$ cat src/rtl/sdc_req_arbiter_if.sv
// Requester and SD-controller handshake bundle for the two-port SD block arbiter.
// The slave view belongs to the arbiter; the master view is the surrounding requesters/controller.
interface sdc_req_arbiter_if #(
  parameter int BLK_W = 32
);
  logic [1:0]         m_req;
  logic [1:0]         m_wr;
  logic [2*BLK_W-1:0] m_blk;
  logic [1:0]         m_ack;
  logic [63:0]        m_wdata;
  logic [1:0]         m_wdata_req;
  logic [31:0]        m_rdata;
  logic [1:0]         m_rdata_vld;
  logic [1:0]         m_done;
  logic [1:0]         m_err;
  logic               s_req;
  logic               s_wr;
  logic [BLK_W-1:0]   s_blk;
  logic               s_ack;
  logic [31:0]        s_wdata;
  logic               s_wdata_req;
  logic [31:0]        s_rdata;
  logic               s_rdata_vld;
  logic               s_done;
  logic               s_err;
  logic               s_abort;

  modport slave (
    input  m_req, m_wr, m_blk, m_wdata, s_ack, s_wdata_req, s_rdata, s_rdata_vld, s_done, s_err,
    output m_ack, m_wdata_req, m_rdata, m_rdata_vld, m_done, m_err, s_req, s_wr, s_blk, s_wdata, s_abort
  );

  modport master (
    output m_req, m_wr, m_blk, m_wdata, s_ack, s_wdata_req, s_rdata, s_rdata_vld, s_done, s_err,
    input  m_ack, m_wdata_req, m_rdata, m_rdata_vld, m_done, m_err, s_req, s_wr, s_blk, s_wdata, s_abort
  );
endinterface

$ cat src/rtl/sdc_req_arbiter.sv
// Round-robin arbiter sharing one SD block controller between two requesters,
// with per-transaction watchdog abort and per-requester completed-block counters.
module sdc_req_arbiter #(
  parameter logic [31:0] TIMEOUT_CYC = 32'd50000000,
  parameter int          BLK_W       = 32
) (
  input  logic            clk,
  input  logic            rst_n,
  sdc_req_arbiter_if.slave bus,
  output logic [1:0]      grant,
  output logic [63:0]     xfer_cnt
);
  typedef enum logic [1:0] {IDLE, ISSUE, XFER, DONE} state_t;

  state_t           state, state_nxt;
  logic             owner, last_grant, win;
  logic [1:0]       sel;
  logic             wr_q;
  logic [BLK_W-1:0] blk_q;
  logic [31:0]      wd;
  logic             active, act, done_hit, expire;

  assign sel      = owner ? 2'b10 : 2'b01;
  assign active   = (state == ISSUE) || (state == XFER);
  assign act      = bus.s_ack | bus.s_wdata_req | bus.s_rdata_vld | bus.s_done;
  assign done_hit = active && bus.s_done;
  // Activity includes s_done, so a completion in the expiry cycle always beats the abort.
  assign expire   = active && !act && (TIMEOUT_CYC != 32'd0) && (wd == TIMEOUT_CYC - 32'd1);
  assign win      = (&bus.m_req) ? ~last_grant : bus.m_req[1];

  always_ff @(posedge clk or negedge rst_n) begin
    if (!rst_n) state <= IDLE;
    else        state <= state_nxt;
  end

  always_comb begin
    state_nxt = state;
    case (state)
      IDLE:  if (|bus.m_req) state_nxt = ISSUE;
      ISSUE: if (done_hit || expire) state_nxt = DONE;
             else if (bus.s_ack)     state_nxt = XFER;
      XFER:  if (done_hit || expire) state_nxt = DONE;
      DONE:  state_nxt = IDLE;
      default: state_nxt = IDLE;
    endcase
  end

  always_comb begin
    bus.s_req       = 1'b0;
    bus.s_wr        = 1'b0;
    bus.s_blk       = '0;
    bus.s_wdata     = '0;
    bus.m_wdata_req = 2'b00;
    bus.m_rdata     = '0;
    bus.m_rdata_vld = 2'b00;
    if (state == ISSUE) begin
      bus.s_req = 1'b1;
      bus.s_wr  = wr_q;
      bus.s_blk = blk_q;
    end
    if (state == XFER) begin
      bus.s_wdata     = owner ? bus.m_wdata[63:32] : bus.m_wdata[31:0];
      bus.m_wdata_req = {2{bus.s_wdata_req}} & sel;
      bus.m_rdata     = bus.s_rdata;
      bus.m_rdata_vld = {2{bus.s_rdata_vld}} & sel;
    end
  end

  always_ff @(posedge clk or negedge rst_n) begin
    if (!rst_n) begin
      owner       <= 1'b0;
      last_grant  <= 1'b1;
      grant       <= 2'b00;
      wr_q        <= 1'b0;
      blk_q       <= '0;
      wd          <= '0;
      xfer_cnt    <= '0;
      bus.m_ack   <= 2'b00;
      bus.m_done  <= 2'b00;
      bus.m_err   <= 2'b00;
      bus.s_abort <= 1'b0;
    end else begin
      bus.m_ack   <= 2'b00;
      bus.m_done  <= 2'b00;
      bus.m_err   <= 2'b00;
      bus.s_abort <= 1'b0;
      if (state == IDLE && |bus.m_req) begin
        owner <= win;
        grant <= win ? 2'b10 : 2'b01;
        wr_q  <= bus.m_wr[win];
        blk_q <= win ? bus.m_blk[2*BLK_W-1:BLK_W] : bus.m_blk[BLK_W-1:0];
        wd    <= '0;
      end
      if (active) wd <= act ? 32'd0 : wd + 32'd1;
      if (done_hit) begin
        bus.m_done <= sel;
        bus.m_err  <= bus.s_err ? sel : 2'b00;
        last_grant <= owner;
        grant      <= 2'b00;
        for (int i = 0; i < 2; i++)
          if (sel[i] && !bus.s_err) xfer_cnt[i*32 +: 32] <= xfer_cnt[i*32 +: 32] + 32'd1;
      end else if (expire) begin
        bus.m_done  <= sel;
        bus.m_err   <= sel;
        bus.s_abort <= 1'b1;
        last_grant  <= owner;
        grant       <= 2'b00;
      end else if (state == ISSUE && bus.s_ack) begin
        bus.m_ack <= sel;
      end
    end
  end
endmodule

$ cat src/flat_wrapper.sv
// flat-port wrapper written by rule: the top's interface ports become plain ports
module sdc_req_arbiter_flat 
#(
  parameter logic [31:0] TIMEOUT_CYC = 32'd50000000,
  parameter int          BLK_W       = 32
)
  (clk, rst_n, grant, xfer_cnt, bus_m_req, bus_m_wr, bus_m_blk, bus_m_wdata, bus_s_ack, bus_s_wdata_req, bus_s_rdata, bus_s_rdata_vld, bus_s_done, bus_s_err, bus_m_ack, bus_m_wdata_req, bus_m_rdata, bus_m_rdata_vld, bus_m_done, bus_m_err, bus_s_req, bus_s_wr, bus_s_blk, bus_s_wdata, bus_s_abort);
  sdc_req_arbiter_if #(.BLK_W(BLK_W)) bus_i ();
  input  logic clk;
  input  logic rst_n;
  output logic [1:0] grant;
  output logic [63:0] xfer_cnt;
  input wire logic [$bits(bus_i.m_req)-1:0] bus_m_req;
  input wire logic [$bits(bus_i.m_wr)-1:0] bus_m_wr;
  input wire logic [$bits(bus_i.m_blk)-1:0] bus_m_blk;
  input wire logic [$bits(bus_i.m_wdata)-1:0] bus_m_wdata;
  input wire logic [$bits(bus_i.s_ack)-1:0] bus_s_ack;
  input wire logic [$bits(bus_i.s_wdata_req)-1:0] bus_s_wdata_req;
  input wire logic [$bits(bus_i.s_rdata)-1:0] bus_s_rdata;
  input wire logic [$bits(bus_i.s_rdata_vld)-1:0] bus_s_rdata_vld;
  input wire logic [$bits(bus_i.s_done)-1:0] bus_s_done;
  input wire logic [$bits(bus_i.s_err)-1:0] bus_s_err;
  output wire logic [$bits(bus_i.m_ack)-1:0] bus_m_ack;
  output wire logic [$bits(bus_i.m_wdata_req)-1:0] bus_m_wdata_req;
  output wire logic [$bits(bus_i.m_rdata)-1:0] bus_m_rdata;
  output wire logic [$bits(bus_i.m_rdata_vld)-1:0] bus_m_rdata_vld;
  output wire logic [$bits(bus_i.m_done)-1:0] bus_m_done;
  output wire logic [$bits(bus_i.m_err)-1:0] bus_m_err;
  output wire logic [$bits(bus_i.s_req)-1:0] bus_s_req;
  output wire logic [$bits(bus_i.s_wr)-1:0] bus_s_wr;
  output wire logic [$bits(bus_i.s_blk)-1:0] bus_s_blk;
  output wire logic [$bits(bus_i.s_wdata)-1:0] bus_s_wdata;
  output wire logic [$bits(bus_i.s_abort)-1:0] bus_s_abort;
  assign bus_i.m_req = bus_m_req;
  assign bus_i.m_wr = bus_m_wr;
  assign bus_i.m_blk = bus_m_blk;
  assign bus_i.m_wdata = bus_m_wdata;
  assign bus_i.s_ack = bus_s_ack;
  assign bus_i.s_wdata_req = bus_s_wdata_req;
  assign bus_i.s_rdata = bus_s_rdata;
  assign bus_i.s_rdata_vld = bus_s_rdata_vld;
  assign bus_i.s_done = bus_s_done;
  assign bus_i.s_err = bus_s_err;
  assign bus_m_ack = bus_i.m_ack;
  assign bus_m_wdata_req = bus_i.m_wdata_req;
  assign bus_m_rdata = bus_i.m_rdata;
  assign bus_m_rdata_vld = bus_i.m_rdata_vld;
  assign bus_m_done = bus_i.m_done;
  assign bus_m_err = bus_i.m_err;
  assign bus_s_req = bus_i.s_req;
  assign bus_s_wr = bus_i.s_wr;
  assign bus_s_blk = bus_i.s_blk;
  assign bus_s_wdata = bus_i.s_wdata;
  assign bus_s_abort = bus_i.s_abort;
  sdc_req_arbiter #(.TIMEOUT_CYC(TIMEOUT_CYC), .BLK_W(BLK_W)) u_core (.clk(clk), .rst_n(rst_n), .bus(bus_i), .grant(grant), .xfer_cnt(xfer_cnt));
endmodule
$ cat config.mk
export PLATFORM = sky130hd
export DESIGN_NAME = sdc_req_arbiter_flat
export DESIGN_NICKNAME = d
export VERILOG_FILES = /design/src/rtl/sdc_req_arbiter_if.sv /design/src/rtl/sdc_req_arbiter.sv /design/src/flat_wrapper.sv
export SDC_FILE = /design/constraint.sdc
export NUM_CORES = 1
export LEC_CHECK = 0
export CAP_MARGIN = 30
export CORE_ASPECT_RATIO = 2
export CORE_MARGIN = 2
export CORE_UTILIZATION = 42
export CTS_CLUSTER_DIAMETER = 100
export DETAILED_ROUTE_END_ITERATION = 6
export GPL_TIMING_DRIVEN = 0
export PLACE_DENSITY_LB_ADDON = 0.15
export SLEW_MARGIN = 20
export SYNTH_ARGS = -nofsm -noshare
export SYNTH_HDL_FRONTEND = slang
export SYNTH_SLANG_ARGS = --single-unit
$ cat constraint.sdc
create_clock -name clk -period 3.1 [get_ports clk]
set_input_delay 0.62 -clock clk [delete_from_list [all_inputs] [get_ports clk]]
set_output_delay 0.62 -clock clk [all_outputs]
set_load 0.005 [all_outputs]
==> flow_summary.toml <==
[floorplan]
rows = 70
ios = 346
core-area_um2 = 18200
fp.dieW_um = 100
start_util_pct = 42.7
die_h_um = 197
dieArea_um2 = 19700

[clock_network]
clk_pin_slew_ns = 0.06
cts_buffers = 17
postCtsHoldBufs = 0
cts-root-buf = "clkbuf_16"
cts_tree = "yes"
ctsHtreeMaxLevel = 4
cts_buffer_depth = 2
clock-sinks = 142
insertion_delay_ns = 0.42

[global_routing]
use_met2_pct = 50.5
antenna_found_initial = 2
grt_pass1_wl_um = 40100
top_usage_layer = "met2"
gr-usage-all-layers_pct = 26.1
overflow = 0
grt_start_max_net_pins = 79
gr-usage-met3_pct = 6.42
use_met1_pct = 25.5
grt_pass1_vias = 7832

[critical_path]
cp-end-kind = "output pin"
path_max_fanout = 10
crit_chain = "buf_2 -> clkdlybuf4s15_2 -> mux2i_1 -> nor2b_1 -> clkdlybuf4s50_1"
crit_type = "register to output pin"
required_ns = 2.48
critPathLaunchType = "register"
max_stage_delay_ns = 0.54
regToRegStartpoint = "u_core.state[1]"
crit_path_top_delay_cell = "clkdlybuf4s50_1"
startpoint = "u_core.owner"
crit_arrival_ns = 2.35

[timing]
slew_violations = 0
setup_ws_ns = 0.134
setup_viol = 0
max-slew-margin-rel_pct = 35.8
min_period_ns = 2.97
rsz0062_at_grt = "no"
worst_pin_slew_ns = 0.954
fin_crit_sh_pct = 95.7
max_freq_mhz = 337
finalClockSkew_ns = 0.0101
finalHoldViolCount = 0

[placement]
numPortBuffers = 344
dpl.hpwl_um = 20400
place_area_um2 = 11500
placed_cells = 1372
place_ws_ns = 0.0906
gp_congestion = 0.958

[finish]
multi_input_area_um2 = 4030
drive_above_1_share_pct = 5.89
finalInstanceArea_um2 = 12200
fin_nets = 1352
seqCellArea_um2 = 3550
synthToLayoutAreaGrowth_pct = 56.7
instances_no_fill = 1404
diodes = 0
n_fill_cell = 1497

[synth]
yosysTopAreaCell = "dfrtp_1"
synthCells = 810
syn_area_per_cell_um2 = 9.61
synth-edff-count = 0
synth_top_family_by_area = "simple AND/OR/NAND/NOR gates"
syn_nets = 987
synth_xor_xnor_area_share_pct = 7.09
ys_seq_elements = 142
synth_top_area_share_pct = 45.3
synth_common_cells = "dfrtp_1, nand2_1, o21ai_0, and2_1, mux2i_1"
synth_fa_ha_area_share_pct = 0.964
ys_types = 57
synth-simple-area-share_pct = 26.6
ys_warn_count = 0
synthFlopType = "dfrtp_1"
synth.area.top_cells = "dfrtp_1, mux2i_1, xnor2_1, and2_1, nand2_1"
muxShareOfSynthArea_pct = 8.64
netlist_area_um2 = 7790
synth-seq-area-share_pct = 45.6
synth_most_common_cell = "dfrtp_1"
synth-async-reset-ratio_pct = 100
synth_compound_area_share_pct = 8.29

[pwr]
irDropWorstVdd_uv = 411
leakagePower_nw = 5.13
power_w = 0.00789
p_per_area_nw_per_um2 = 646

[drt]
detail-route-antenna-nets = 0
drc = 0
drt_wl_total_um = 25700
drtIter0Drc = 344
avgViaCountPerCell = 5.39
post_drt_wl_per_cell_um = 18.3
vias = 7570
drt_first_pass_iters = 5

[min_path]
worstHoldPathType = "primary input to async pin"

[status]
status = "finished clean"

[job]
max_cap_viol_count = 0
[critical path, delay by kind of cell (launching register included)]
family	cells	cell delay, ns
buffers and inverters	3	1.25
DFF	1	0.32
muxes	1	0.15
and+or+nand+nor	1	0.20
[metal layers]
| layer | routed length, um | part of all wire [%] |
|---|---|---|
| met1 | 8700 | 34 |
| met2 | 14300 | 56 |
| met3 | 1610 | 6.3 |
| met4 | 1060 | 4.1 |
| met5 | 0 | 0 |
[repair_timing]
action	CTS	global route
setup buffers	0	0
resized for setup	9	11
setup endpoints to repair	78	52
[flip-flops by register name, indices dropped and copies added (netlist names)]
| name | cells |
|---|---|
| u_core.blk_q | 32 |
| u_core.wr_q | 1 |
| u_core.owner | 1 |
| u_core.grant | 2 |
| u_core.last_grant | 1 |
| u_core.xfer_cnt | 64 |
| u_core.state | 2 |
| u_core.bus.s_abort | 1 |
| u_core.bus.m_err | 2 |
| u_core.bus.m_done | 2 |
| u_core.wd | 32 |
| u_core.bus.m_ack | 2 |
[path summary, 6_finish.rpt]
kind / end / slack [ns] / depth (start not counted)
setup / recovery: bus_s_wdata[25] / 0.13 / 5
hold / removal: u_core.xfer_cnt[61] / 0.16 / 1
setup reg to reg: u_core.bus.m_done[0] / 0.48 / 7
hold reg to reg: u_core.blk_q[2] / 0.47 / 2
max in group asynchronous: u_core.last_grant / 2.12 / 2
min in group clk: u_core.blk_q[2] / 0.47 / 2
[layout by cell type, fill, tap and decap left out, types with 3 or more instances in the layout]
| master | instances |
|---|---|
| buf_2 | 8 |
| mux2i_1 | 65 |
| and3_1 | 16 |
| ha_1 | 4 |
| a21oi_1 | 10 |
| a22o_1 | 3 |
| nand4_1 | 32 |
| and4_1 | 12 |
| nor4_1 | 10 |
| nand3_1 | 37 |
| bufinv_16 | 4 |
| and2_1 | 68 |
| clkbuf_16 | 17 |
| o31ai_1 | 4 |
| clkdlybuf4s50_1 | 343 |
| inv_1 | 11 |
| clkbuf_1 | 23 |
| nor2b_1 | 34 |
| o21ai_0 | 73 |
| dfrtp_1 | 141 |
| clkinv_4 | 4 |
| xor2_1 | 10 |
| nand2_1 | 100 |
| nor2_1 | 20 |
| nor3_1 | 9 |
| xnor2_1 | 53 |
| clkbuf_2 | 9 |
| a31oi_1 | 8 |
[metrics by stage]
step | utilization, % | hold WS [ns] | setup TNS, ns
detailed placement | 63.4 | 0.463 | 0
finish | 67.0 | 0.162 | 0
global route | 67.0 | 0.201 | 0
CTS | 66.9 | 0.193 | 0
floorplan | - | 0.324 | 0
global placement | 63.1 | 0.456 | -610.26
[layout make-up]
| cell class | count | area share (%) |
|---|---|---|
| multi-input combinational | 614 | 33.0 |
| sequential | 142 | 29.1 |
| timing repair buffer | 347 | 28.6 |
| clock buffer | 19 | 3.55 |
| tap | 216 | 2.21 |
| buffer | 42 | 1.58 |
| clock inverter | 13 | 1.55 |
| inverter | 11 | 0.338 |
[cell families after synthesis]
logic type	after synthesis
buffers and inverters	54
adder cells (fa/ha/maj)	6
multiplexers	67
AO/OA/AOI/OAI	113
AND/OR/NAND/NOR	365
flip-flops	142
XOR/XNOR	63
[where the power goes]
part	total, W	leakage [nW]	internal (W)	switching, W
Clock	0.00215	0.298	0.00135	0.000803
Sequential	0.00237	1.91	0.00218	0.000194
Combinational	0.00336	2.93	0.00175	0.00161
Note: power is estimated with default switching activity, not from simulation.
